===== src/rtl/fpu_sequencer.sv =====
// rtl/fpu_sequencer.sv - round-robin sequencer sharing a byte-wide FPU between two requesters
// Optional poll timeout with sticky err output: define FPU_TIMEOUT_EN.
module fpu_sequencer (
    input  logic        clk,
    input  logic        reset,
    input  logic [1:0]  req,
    input  logic [1:0]  op,
    input  logic [31:0] y0,
    input  logic [31:0] x0,
    input  logic [31:0] y1,
    input  logic [31:0] x1,
    output logic [1:0]  done,
    output logic [31:0] result,
`ifdef FPU_TIMEOUT_EN
    output logic        err,
`endif
    output logic        fpu_sel,
    output logic [1:0]  fpu_addr,
    output logic        fpu_read,
    output logic        fpu_write,
    output logic [7:0]  fpu_wdata,
    input  logic [7:0]  fpu_rdata
);

    typedef enum logic [3:0] {
        S_DRAIN, S_IDLE, S_WCMD, S_WVAL, S_ISSUE, S_POLL, S_GAP, S_READ, S_DONE
    } state_t;

    state_t      state, state_nx;
    logic        ph, ph_nx;         // 0 = strobe cycle, 1 = mandatory low cycle
    logic [1:0]  idx, idx_nx;       // byte index within the current word
    logic        xsel, xsel_nx;     // 0 while writing Y, 1 while writing X
    logic        gnt;               // requester currently being served
    logic        last;              // requester served most recently
    logic        gsel;
    logic [31:0] y_q, x_q;
    logic        op_q;
    logic [23:0] rbuf;
    logic        load, shift, tmo, tmo_q;
    logic [31:0] wsrc;
    logic [7:0]  wbyte;

    assign gsel = (req == 2'b11) ? ~last : req[1];

    always_comb begin
        wsrc = xsel ? x_q : y_q;
        case (idx)
            2'd0:    wbyte = wsrc[31:24];
            2'd1:    wbyte = wsrc[23:16];
            2'd2:    wbyte = wsrc[15:8];
            default: wbyte = wsrc[7:0];
        endcase
    end

`ifdef FPU_TIMEOUT_EN
    logic [5:0] pcnt;
`endif

    always_comb begin
        state_nx  = state;
        ph_nx     = ph;
        idx_nx    = idx;
        xsel_nx   = xsel;
        fpu_sel   = 1'b0;
        fpu_addr  = 2'b00;
        fpu_read  = 1'b0;
        fpu_write = 1'b0;
        fpu_wdata = 8'h00;
        done      = 2'b00;
        load      = 1'b0;
        shift     = 1'b0;
        tmo       = 1'b0;
        case (state)
            S_DRAIN: begin
                if (!ph) begin
                    fpu_sel  = 1'b1;
                    fpu_read = 1'b1;
                    if (fpu_rdata[7]) ph_nx = 1'b1;
                    else              state_nx = S_IDLE;
                end else begin
                    ph_nx = 1'b0;
                end
            end
            S_IDLE: begin
                if (|req) begin
                    load     = 1'b1;
                    state_nx = S_WCMD;
                    ph_nx    = 1'b0;
                    xsel_nx  = 1'b0;
                end
            end
            S_WCMD: begin
                if (!ph) begin
                    fpu_sel   = 1'b1;
                    fpu_addr  = 2'b10;
                    fpu_write = 1'b1;
                    fpu_wdata = xsel ? 8'd2 : 8'd1;
                    ph_nx     = 1'b1;
                end else begin
                    state_nx = S_WVAL;
                    ph_nx    = 1'b0;
                    idx_nx   = 2'd0;
                end
            end
            S_WVAL: begin
                if (!ph) begin
                    fpu_sel   = 1'b1;
                    fpu_addr  = 2'b11;
                    fpu_write = 1'b1;
                    fpu_wdata = wbyte;
                    ph_nx     = 1'b1;
                end else begin
                    ph_nx = 1'b0;
                    if (idx == 2'd3) begin
                        if (xsel) begin
                            state_nx = S_ISSUE;
                        end else begin
                            state_nx = S_WCMD;
                            xsel_nx  = 1'b1;
                        end
                    end else begin
                        idx_nx = idx + 2'd1;
                    end
                end
            end
            S_ISSUE: begin
                if (!ph) begin
                    fpu_sel   = 1'b1;
                    fpu_addr  = 2'b10;
                    fpu_write = 1'b1;
                    fpu_wdata = op_q ? 8'd4 : 8'd3;
                    ph_nx     = 1'b1;
                end else begin
                    state_nx = S_POLL;
                    ph_nx    = 1'b0;
                end
            end
            S_POLL: begin
                if (!ph) begin
                    fpu_sel  = 1'b1;
                    fpu_read = 1'b1;
                    if (fpu_rdata[7]) begin
`ifdef FPU_TIMEOUT_EN
                        if (pcnt == 6'd63) begin
                            tmo      = 1'b1;
                            state_nx = S_DONE;
                            ph_nx    = 1'b0;
                        end else begin
                            ph_nx = 1'b1;
                        end
`else
                        ph_nx = 1'b1;
`endif
                    end else begin
                        state_nx = S_GAP;
                    end
                end else begin
                    ph_nx = 1'b0;
                end
            end
            S_GAP: begin
                state_nx = S_READ;
                ph_nx    = 1'b0;
                idx_nx   = 2'd0;
            end
            S_READ: begin
                if (!ph) begin
                    fpu_sel  = 1'b1;
                    fpu_addr = 2'b01;
                    fpu_read = 1'b1;
                    shift    = 1'b1;
                    // the DONE cycle doubles as the low cycle after the last read
                    if (idx == 2'd3) state_nx = S_DONE;
                    else             ph_nx = 1'b1;
                end else begin
                    ph_nx  = 1'b0;
                    idx_nx = idx + 2'd1;
                end
            end
            S_DONE: begin
                done     = gnt ? 2'b10 : 2'b01;
                state_nx = tmo_q ? S_DRAIN : S_IDLE;
                ph_nx    = 1'b0;
            end
            default: begin
                state_nx = S_DRAIN;
                ph_nx    = 1'b1;
            end
        endcase
    end

    always_ff @(posedge clk) begin
        if (reset) begin
            state  <= S_DRAIN;
            ph     <= 1'b1;
            idx    <= 2'd0;
            xsel   <= 1'b0;
            gnt    <= 1'b0;
            last   <= 1'b1;
            y_q    <= 32'h0;
            x_q    <= 32'h0;
            op_q   <= 1'b0;
            rbuf   <= 24'h0;
            result <= 32'h0;
            tmo_q  <= 1'b0;
        end else begin
            state <= state_nx;
            ph    <= ph_nx;
            idx   <= idx_nx;
            xsel  <= xsel_nx;
            if (load) begin
                gnt  <= gsel;
                y_q  <= gsel ? y1 : y0;
                x_q  <= gsel ? x1 : x0;
                op_q <= gsel ? op[1] : op[0];
            end
            if (shift) begin
                if (idx == 2'd3) result <= {rbuf, fpu_rdata};
                else             rbuf   <= {rbuf[15:0], fpu_rdata};
            end
            if (tmo) begin
                result <= 32'hFFFF_FFFF;
                tmo_q  <= 1'b1;
            end
            if (state == S_DONE) begin
                last  <= gnt;
                tmo_q <= 1'b0;
            end
        end
    end

`ifdef FPU_TIMEOUT_EN
    always_ff @(posedge clk) begin
        if (reset) begin
            pcnt <= 6'd0;
            err  <= 1'b0;
        end else begin
            if (state == S_ISSUE)
                pcnt <= 6'd0;
            else if ((state == S_POLL || state == S_DRAIN) && !ph && fpu_rdata[7])
                pcnt <= pcnt + 6'd1;
            if (tmo) err <= 1'b1;
        end
    end
`endif

endmodule


===== config.mk =====
export PLATFORM = sky130hd
export DESIGN_NAME = fpu_sequencer
export DESIGN_NICKNAME = d
export VERILOG_FILES = /design/src/rtl/fpu_sequencer.sv
export SDC_FILE = /design/constraint.sdc
export NUM_CORES = 1
export LEC_CHECK = 0
export ABC_AREA = 1
export CORE_MARGIN = 3
export CORE_UTILIZATION = 30
export CTS_BUF_LIST = sky130_fd_sc_hd__clkbuf_16
export DETAILED_ROUTE_END_ITERATION = 12
export SLEW_MARGIN = 0
export SYNTH_ARGS = -nofsm -noshare
export SYNTH_HDL_FRONTEND = slang
export SYNTH_SLANG_ARGS = --single-unit
export TNS_END_PERCENT = 50

===== constraint.sdc =====
create_clock -name clk -period 1.8 [get_ports clk]
set_input_delay 0.45 -clock clk [delete_from_list [all_inputs] [get_ports clk]]
set_output_delay 0.45 -clock clk [all_outputs]
set_load 0.02 [all_outputs]

# Word level (Yosys, flattened, before mapping)
# Cells that the tools add are included.
[op_classes]
eq_ne = 25
mux = 52
add_sub_neg = 1
bitwise = 2
reduce_logical = 16
[op_table]
columns = ["operator", "count"]
rows = [
  ["32-bit two-way mux", 3],
  ["8-bit one-hot mux with 3 select lines", 2],
  ["4-bit two-way mux", 11],
  ["4-bit one-hot mux with 9 select lines", 1],
  ["2-bit != test (second input constant)", 13],
  ["2-bit two-way mux", 10],
  ["1-bit two-way mux", 17],
  ["4-bit by 3-bit equality test with 1-bit output (second input constant)", 4],
  ["11-bit AND reduction", 1],
  ["3-bit two-way mux", 3],
  ["4-bit by 2-bit equality test with 1-bit output (second input constant)", 2],
  ["8-bit two-way mux", 1],
  ["2-bit one-hot mux with 4 select lines", 1],
  ["2-bit OR reduction", 4],
  ["2-bit equality test (second input constant)", 3],
  ["2-bit one-hot mux with 3 select lines", 1],
  ["3-bit OR reduction", 2],
  ["6-bit OR reduction", 1],
  ["1-bit one-hot mux with 5 select lines", 1],
  ["5-bit AND reduction", 1],
  ["4-bit by 1-bit equality test with 1-bit output (second input constant)", 1],
  ["4-bit equality test (second input constant)", 1],
  ["4-bit logical NOT", 1],
  ["2-bit AND reduction", 2],
  ["8 further kinds", 9],
]
[totals]
input_bits = 142
reg_bits = 131
elab_cells = 107

# Logic depth before layout (Yosys ltp)
# Gate-level depths: netlist of the first run.
[depth]
depth_word = 4
depth_mapped = 10
mapped_depth_nobuf = 9

# Worst setup path before layout of the first run
# OpenSTA, ideal clock, no wires.
[synth_path]
kind = "register to output"
start = "register idx[0]"
end = "output port fpu_wdata[5]"
path_slack_ns = -0.265
t_required_ns = 1.350
path_buffers = 2
path_stages_with_launch = 9
arrival_ns = 1.615
path_cell_list = "dfxtp_1 -> inv_1 -> ha_1 -> clkbuf_1 -> clkbuf_1 -> a21oi_1 -> nand3_1 -> nand3_1 -> a21oi_1"
[synth_via]
elab_chain_len = 4
word_cells_on_any_way = 6
cone_classes = "eq/ne (2); mux (3); reduce/logical (1)"
[synth_lines]
columns = ["element", "line_no", "text"]
rows = [
  ["start: declaration", "31", "logic [1:0] idx, idx_nx;"],
  ["start signal: assignment", "209", "idx <= idx_nx;"],
  ["2-bit equality test (tied with other cells)", "47", "case (idx)"],
  ["8-bit one-hot mux with 3 select lines *", "47", ""],
  ["8-bit two-way mux *", "106", "if (!ph) begin"],
  ["8-bit one-hot mux with 3 select lines *", "73", "case (state)"],
  ["end: declaration", "21", "output logic [7:0] fpu_wdata,"],
]
# Mark *: on every way between the ends. The rest lies on a longest branch, timed or not.

# Final worst setup path of the first run
[layout_path]
start = "register idx[0]"
end = "output port fpu_wdata[1]"
# Same word-level chain as after synthesis.

==> impl_metrics.json, run 1 <==
{
  "critPathMaxFanout": 16,
  "synth.distinct_cells": 24,
  "tightest_slew_ps": 389,
  "antenna_cells": 0,
  "antenna_found_initial": 0,
  "drv_cap": 0,
  "yosysSeqAreaShare": 0.430,
  "cts_sinks": 131,
  "skew_ps": 7.71,
  "slew_viol_final": 0,
  "arrival_ps": 1760,
  "clockRootBuffer": "clkbuf_16",
  "synth_xor_area_frac": 0,
  "grt_pass1_vias": 6366,
  "worst-r2r-setup-slack_ps": -110,
  "rows": 51,
  "rsz0062_at_grt": "yes",
  "synth_area_leader_cell": "dfxtp_1",
  "drc": 0,
  "synth_area_leaders": "dfxtp_1, nand2_1, a21oi_1, nor2_1, nand3_1",
  "fp.dieH_um": 149,
  "wl_per_cell_um": 15.2,
  "firstDrtPassIters": 4,
  "synth.cell_area_um2": 6110,
  "die_w_um": 149,
  "core_area_um2": 19700,
  "period_share": 1.23,
  "failed_checks": "setup timing",
  "synth-compound-area-share": 0.190,
  "num_vias": 6845,
  "worstHoldPathType": "input port to flip-flop",
  "syn_inst": 921,
  "cts_max_level": 4,
  "outcome": "finished, violations left",
  "place_area_um2": 8820,
  "initial_core_util": 0.310,
  "fmax_mhz": 453,
  "gp_congestion": 0.864,
  "final_area_um2": 10100,
  "max-clock-path-buffers": 2,
  "min_period_ps": 2210,
  "cp-end-kind": "primary output",
  "ant_nets": 0,
  "portBuffers": 188,
  "yosys_warnings": 0,
  "yosys-mux-area-fraction": 0,
  "die_area_um2": 22100,
  "avgSynthCellArea_um2": 6.63,
  "boundaryPins": 189,
  "grt_overflow": 0,
  "cts_buffers": 17,
  "groute.usage.overall": 0.190,
  "ir_worst_vdd_uv": 577,
  "grt_max_degree": 65,
  "drtIter0Drc": 528,
  "synth_top_area_frac": 0.430,
  "synth_nets": 1067,
  "final_common_cell": "nand2_1",
  "tns_ps": -7860,
  "clock_latency_ps": 410,
  "nNetsFinal": 1308,
  "crit_required_ps": 1350,
  "worst_slack_ps": -406,
  "final_util": 0.514,
  "cts_tree": "yes",
  "final_cell_mix": "nand2_1, clkdlybuf4s50_1, nor2_1",
  "synth_top_family_by_area": "simple AND/OR/NAND/NOR gates",
  "pwr_density_cell_nw_per_um2": 1080,
  "leakagePower_nw": 4.05,
  "hpwl_um": 15300,
  "hold_violations": 0,
  "synthAdderAreaFrac": 0.00820,
  "synthToLayoutAreaGrowth_pct": 66.0,
  "vias_per_cell": 4.75,
  "yosys.area_share.simple": 0.306,
  "drive_gt1_frac": 0.225,
  "ys_seq_elements": 131,
  "crit_path_start_kind": "flip-flop",
  "wirelength_um": 21900,
  "setup_viol_count_final": 84,
  "criticalPathCategory": "flip-flop to primary output",
  "clkTransAtPathRegs_ps": 50,
  "max_slew_margin": 0.741,
  "grt_pass1_wl_um": 33700
}
-- routing by layer --
metal  share of wire  wire (um)  up-vias  track usage
li1                -          -     3509            -
met1            0.48      10400     3139        0.272
met2            0.46      10000      183        0.293
met3           0.057       1250       14       0.0420
met4          0.0094        206        0       0.0430
met5               0          0        -            0
-- power by group --
group / internal (W) / switching (W)
combinational: 0.00192 / 0.00206
sequential: 0.00327 / 0.000309
clock: 0.00214 / 0.00126
-- timing repair --
item | in CTS | in global routing
gates cloned | 0 | 8
gates resized for setup | 187 | 113
setup endpoints to repair | 71 | 126
buffers inserted | 10 | 11
pin swaps | 23 | 25
hold buffers | 0 | 0
-- synthesized netlist by cell type --
master,number
a21oi_1,151
o22ai_1,3
buf_6,5
dfxtp_1,131
inv_1,21
nand2_2,2
o21ai_0,39
nor3_1,2
ha_1,4
nor2_1,164
nor2_2,2
nor2_4,1
nor3_4,1
buf_4,2
o21ai_1,35
clkbuf_1,46
or2_2,1
nand4_1,1
clkinv_1,1
nand2_1,221
inv_2,3
o21bai_1,2
nand3_1,70
buf_2,13
-- cell type report --
cell class	instances	area, um2
Multi-Input combinational cell	699	3550
Inverter	25	116
Clock inverter	15	150
Timing Repair inverter	2	15.0
Tap cell	265	332
Clock buffer	17	425
Sequential cell	131	2640
Timing Repair Buffer	286	2910
Fill cell	1902	9580
-- cell families after synthesis --
kind of cell,count (synthesis)
buffers and inverters,91
AO/OA/AOI/OAI,230
adder cells (fa/ha/maj),4
flip-flops,131
AND/OR/NAND/NOR,465
-- worst paths after layout --
kind                    from           end  cells after the start
setup / recovery      idx[0]  fpu_wdata[1]                      8
hold / removal         reset    result[15]                      2
setup reg to reg    state[2]       x_q[14]                     12
hold reg to reg   result[22]    result[22]                      2
-- sequential cells by signal, indices dropped and copies added, names as in the netlist --
register and cells:
gnt 1, idx 2, last 1, op_q 1
ph 1, rbuf 24, result 32, state 4
x_q 32, xsel 1, y_q 32
-- metrics by stage --
step	power [W]	setup WS, ps	cells	hold WS, ps
global placement	0.00684	-535	1384	446
detailed placement	0.00685	-598	1384	451
finish	0.0110	-406	1440	383
global route	0.0115	-495	1440	377
CTS	0.0106	-406	1425	379
floorplan	0.00534	6.46	921	429
-- critical path, stage by stage (launching register included) --
cell,delay [ps]
dfxtp_4,370
inv_2,60
ha_2,200
buf_12,150
nand2_1,60
nand3_1,100
a21oi_2,170
o21bai_2,90
buf_6,140
(Power assumes the default switching activity.)
==> run 2: changes to the inputs <==
Settings changed: CORE_MARGIN 3 to 10, CORE_UTILIZATION 30 to 43, MAX_ROUTING_LAYER set to met4, PLACE_DENSITY set to 0.78.
==> run 2 against run 1 <==
The flow still finishes with violations (setup timing). Die area down 12%. Sequential cell count unchanged. Hold slack better by 15 ps. Worst setup slack worse by 16 ps. Clock skew down 0.77 ps. Critical path depth unchanged. Global-route usage up 2.6 points. Combinational power up 14%. Cell count down 5.1%. Register-to-register slack worse by 130 ps. Power up 5.1%. Clock-buffer cell count unchanged. Largest cell class unchanged.
==> impl_metrics.json, run 2 (synthesis gave the netlist of run 1 again) <==
{
  "outcome": "finished, violations left",
  "failed_checks": "setup timing",
  "slew_viol_final": 0,
  "clock_latency_ps": 420,
  "leakagePower_nw": 4.14,
  "critPathMaxFanout": 8,
  "portBuffers": 188,
  "wl_per_cell_um": 17.1,
  "skew_ps": 6.94,
  "num_vias": 7223,
  "drtIter0Drc": 635,
  "rows": 43,
  "crit_required_ps": 1350,
  "hpwl_um": 15500,
  "use_met3": 0.0517,
  "stdcell_count": 1366,
  "cts_sinks": 131,
  "max-clock-path-buffers": 2,
  "tightest_slew_ps": 356,
  "die_area_um2": 19400,
  "ant_nets": 0,
  "max_slew_margin": 0.762,
  "criticalPathCategory": "flip-flop to primary output",
  "synthToLayoutAreaGrowth_pct": 67.4,
  "nFillCells": 1024,
  "grt_max_degree": 65,
  "ir_worst_vdd_uv": 877,
  "setup_viol_count_final": 80,
  "top_regs": "result (32), x_q (32), y_q (32)",
  "clkTransAtPathRegs_ps": 60,
  "cp-end-kind": "primary output",
  "final_cell_mix": "nand2_1, clkdlybuf4s50_1, nor2_1",
  "grt_pass1_wl_um": 33900,
  "min_period_ps": 2220,
  "cts_buffers": 17,
  "nNetsFinal": 1320,
  "gr-usage-met1": 0.267,
  "grt_overflow": 0,
  "clockRootBuffer": "clkbuf_16",
  "gp_congestion": 0.872,
  "rsz0062_at_grt": "yes",
  "grt_busiest_layer": "met2",
  "cts_tree": "yes",
  "place_ws_ps": -592,
  "grtUsageMet2": 0.340,
  "pwr_density_cell_nw_per_um2": 1130,
  "boundaryPins": 189,
  "core_area_um2": 13900,
  "place_inst": 1304,
  "fmax_mhz": 450,
  "crit_path_start_kind": "flip-flop",
  "antenna_found_initial": 0,
  "fin_hold_ws_ps": 398,
  "antenna_cells": 0,
  "final_common_cell": "nand2_1",
  "groute.usage.overall": 0.216,
  "worst_slack_ps": -421,
  "initial_core_util": 0.440,
  "drc": 0,
  "arrival_ps": 1770,
  "hold_buffers": 0,
  "hold_violations": 0,
  "grt_pass1_vias": 6563,
  "cts_max_level": 4,
  "firstDrtPassIters": 6,
  "fp.dieH_um": 139,
  "wirelength_um": 23400,
  "period_share": 1.23,
  "drive_gt1_frac": 0.245,
  "vias_per_cell": 5.29,
  "drv_cap": 0,
  "die_w_um": 139,
  "worstHoldPathType": "input port to flip-flop"
}
run 2: cell types whose count changed in the layout (fill, tap and decap cells not counted), sizes merged:
cell	delta
inv	+2
bufinv	-1
clkbuf	+1
clkinv	-4
buf	+13
run 2: path summary, 6_finish.rpt:
check / to / start / slack [ps] / depth (start not counted)
setup / recovery: fpu_wdata[0] / idx[1] / -420 / 8
hold / removal: state[3] / reset / 400 / 2
setup reg to reg: x_q[2] / state[3] / -240 / 13
hold reg to reg: result[12] / result[12] / 460 / 2
run 2: metal layers:
metal  part of all wire  up-vias
li1                   -     3531
met1               0.43     3359
met2               0.49      289
met3              0.058       44
met4              0.024        0
met5                  0        -
run 2: final cells by class:
class,instances,area (um2),area share
Tap cell,180,225,0.0220
Multi-Input combinational cell,699,3640,0.356
Sequential cell,131,2640,0.258
Inverter,25,104,0.0102
Clock inverter,14,150,0.0147
Clock buffer,17,425,0.0416
Timing Repair Buffer,300,3040,0.297
run 2: repair_timing:
action / CTS / global route
endpoints found under the setup margin: 52 / 132
pin swaps: 26 / 26
gates cloned: 0 / 9
setup buffers: 12 / 16
resized for setup: 194 / 122
run 2: power by group:
part           internal [W]  total, W  switching (W)
Combinational       0.00219   0.00452        0.00233
Clock               0.00205   0.00340        0.00135
Sequential          0.00327   0.00360       0.000329
Total               0.00751    0.0115        0.00401
run 2: stage by stage:
step                total power [W]  setup TNS (ps)  utilization  cell area [um2]
floorplan                   0.00534               0            -             6200
CTS                          0.0105           -4360        0.690             9580
finish                       0.0115          -16000        0.736            10200
global placement            0.00668          -11840        0.627             8710
global route                 0.0121          -23380        0.736            10200
detailed placement          0.00673          -13060        0.627             8710
run 2: worst max-delay path, cell delays in order, from the launching register on:
cell	delay (ps)
dfxtp_2	340
buf_6	120
ha_4	150
buf_6	140
a21oi_4	130
nand3_2	80
a21oi_2	160
o21bai_2	90
buf_6	140
==> run 3: changes to the inputs <==
Settings changed: CORE_UTILIZATION 43 to 30, GPL_ROUTABILITY_DRIVEN set to 0, PLACE_DENSITY 0.78 to unset.
==> run 3 against run 2 <==
The run still ends with setup timing left. Non-clock buffer count fell by 9. Global-route usage fell by 4.5 points. Power fell by 3.2%. Die area rose by 37%. Combinational power fell by 13%. Cell area fell by 0.69%. Clock power rose by 7.1%. First-iteration DRC count fell by 32%. Fmax rose by 1.1%. Critical path depth did not move. Highest routed layer unchanged.
==> impl_metrics.json, run 3 (synthesis gave the netlist of run 1 again) <==
{
  "cts_tree": "yes",
  "max-clock-path-buffers": 2,
  "clockRootBuffer": "clkbuf_16",
  "drc": 0,
  "antenna_cells": 0,
  "hpwl_um": 16900,
  "arrival_ps": 1750,
  "nNetsFinal": 1311,
  "period_share": 1.22,
  "boundaryPins": 189,
  "worst_slack_ps": -397,
  "crit_path_start_kind": "flip-flop",
  "final_area_um2": 10200,
  "pwr_density_cell_nw_per_um2": 1100,
  "failed_checks": "setup timing",
  "portBuffers": 188,
  "setup_viol_count_final": 15,
  "final_cell_mix": "nand2_1, nor2_1, clkdlybuf4s50_1",
  "firstDrtPassIters": 5,
  "die_area_um2": 26500,
  "num_vias": 6849,
  "slew_viol_final": 0,
  "outcome": "finished, violations left",
  "hold_violations": 0,
  "clkTransAtPathRegs_ps": 60,
  "cts_max_level": 4,
  "wirelength_um": 23200,
  "critPathMaxStageDelay_ps": 390,
  "cts_sinks": 131,
  "skew_ps": 12.8,
  "grt_pass1_wl_um": 35300,
  "criticalPathCategory": "flip-flop to primary output",
  "leakagePower_nw": 4.10,
  "core_area_um2": 20100,
  "ir_worst_vdd_uv": 644,
  "min_period_ps": 2200,
  "fp.dieH_um": 163,
  "rsz0062_at_grt": "yes",
  "crit_required_ps": 1350,
  "clock_latency_ps": 420,
  "hold_buffers": 0,
  "synthToLayoutAreaGrowth_pct": 66.3,
  "nFillCells": 1938,
  "rows": 52,
  "initial_core_util": 0.304,
  "max_slew_margin": 0.760,
  "grt_max_degree": 67,
  "critPathMaxFanout": 6,
  "fmax_mhz": 455,
  "fin_hold_ws_ps": 306,
  "place_area_um2": 8930,
  "grt_pass1_vias": 6555,
  "grt_overflow": 0,
  "crit_chain": "inv_6, ha_4, buf_6, a21oi_2, nand3_1, a21oi_2, o22ai_2, buf_6",
  "ant_nets": 0,
  "groute.usage.overall": 0.171,
  "tightest_slew_ps": 356,
  "vias_per_cell": 4.73,
  "drv_cap": 0,
  "antenna_found_initial": 0,
  "cts_buffers": 17,
  "drtIter0Drc": 433,
  "final_common_cell": "nand2_1",
  "drive_gt1_frac": 0.211,
  "wl_per_cell_um": 16.0,
  "crit_slowest_cell": "dfxtp_4",
  "cp-end-kind": "primary output",
  "worstHoldPathType": "input port to flip-flop",
  "top_regs": "result (32), x_q (32), y_q (32)",
  "die_w_um": 163
}
[run 3: cell types whose count changed in the layout (fill, tap and decap cells not counted), moves of 9 or more]
cell / delta
nor2_1: +16
o21ai_0: +15
o21ai_2: -15
nand2_1: +12
buf_6: -9
nor2_2: -9
[run 3: metrics by stage]
stage	util	TNS, ps	std cells	power (W)	setup slack (ps)
after floorplan	-	0	921	0.00534	6.46
after global placement	0.444	-13650	1405	0.00691	-497
after detailed placement	0.444	-14400	1405	0.00693	-563
after CTS	0.487	-4260	1441	0.0110	-414
after global routing	0.505	-5150	1448	0.0117	-478
final	0.505	-3970	1448	0.0111	-397
[run 3: what timing repair did]
item,in CTS,in global routing
gates resized for setup,186,64
setup endpoints to repair,48,73
gates cloned,0,4
setup buffers,5,4
pin swaps,25,42
[run 3: path summary, 6_finish.rpt]
check | from | end | slack (ps) | cells past startpoint
worst max-delay path | idx[0] | fpu_wdata[2] | -400 | 8
worst min-delay path | reset | state[3] | 310 | 2
worst max register to register | state[1] | result[13] | 30 | 10
worst min register to register | result[20] | result[20] | 460 | 2
[run 3: layout make-up]
cell class / count / area (um2) / area share
repair buffers: 291 / 2940 / 0.289
flip-flops and latches: 131 / 2640 / 0.260
inverters: 25 / 106 / 0.0105
clock inverters: 15 / 195 / 0.0192
clock buffers: 17 / 425 / 0.0419
multi-input cells: 699 / 3510 / 0.346
well taps: 270 / 338 / 0.0333
[run 3: critical path: cells and delay by family, from the launching register on]
kind	cells	cell delay, ps
buffers and inverters	3	320
AND/OR/NAND/NOR	1	90
adder cells (fa/ha/maj)	1	160
flip-flops	1	390
AO/OA/AOI/OAI	3	370
[run 3: layer usage]
metal / GRT usage / wire (um) / part of all wire
met3: 0.0402 / 1340 / 0.058
met4: 0.0328 / 251 / 0.011
met2: 0.265 / 10700 / 0.46
met1: 0.223 / 10900 / 0.47
met5: - / 0 / 0
[run 3: where the power goes]
| group | switching (W) | internal [W] | leakage (nW) |
|---|---|---|---|
| Clock | 0.00142 | 0.00222 | 0.302 |
| Combinational | 0.00204 | 0.00187 | 2.73 |
| Sequential | 0.000323 | 0.00327 | 1.07 |
| Total | 0.00379 | 0.00735 | 4.10 |
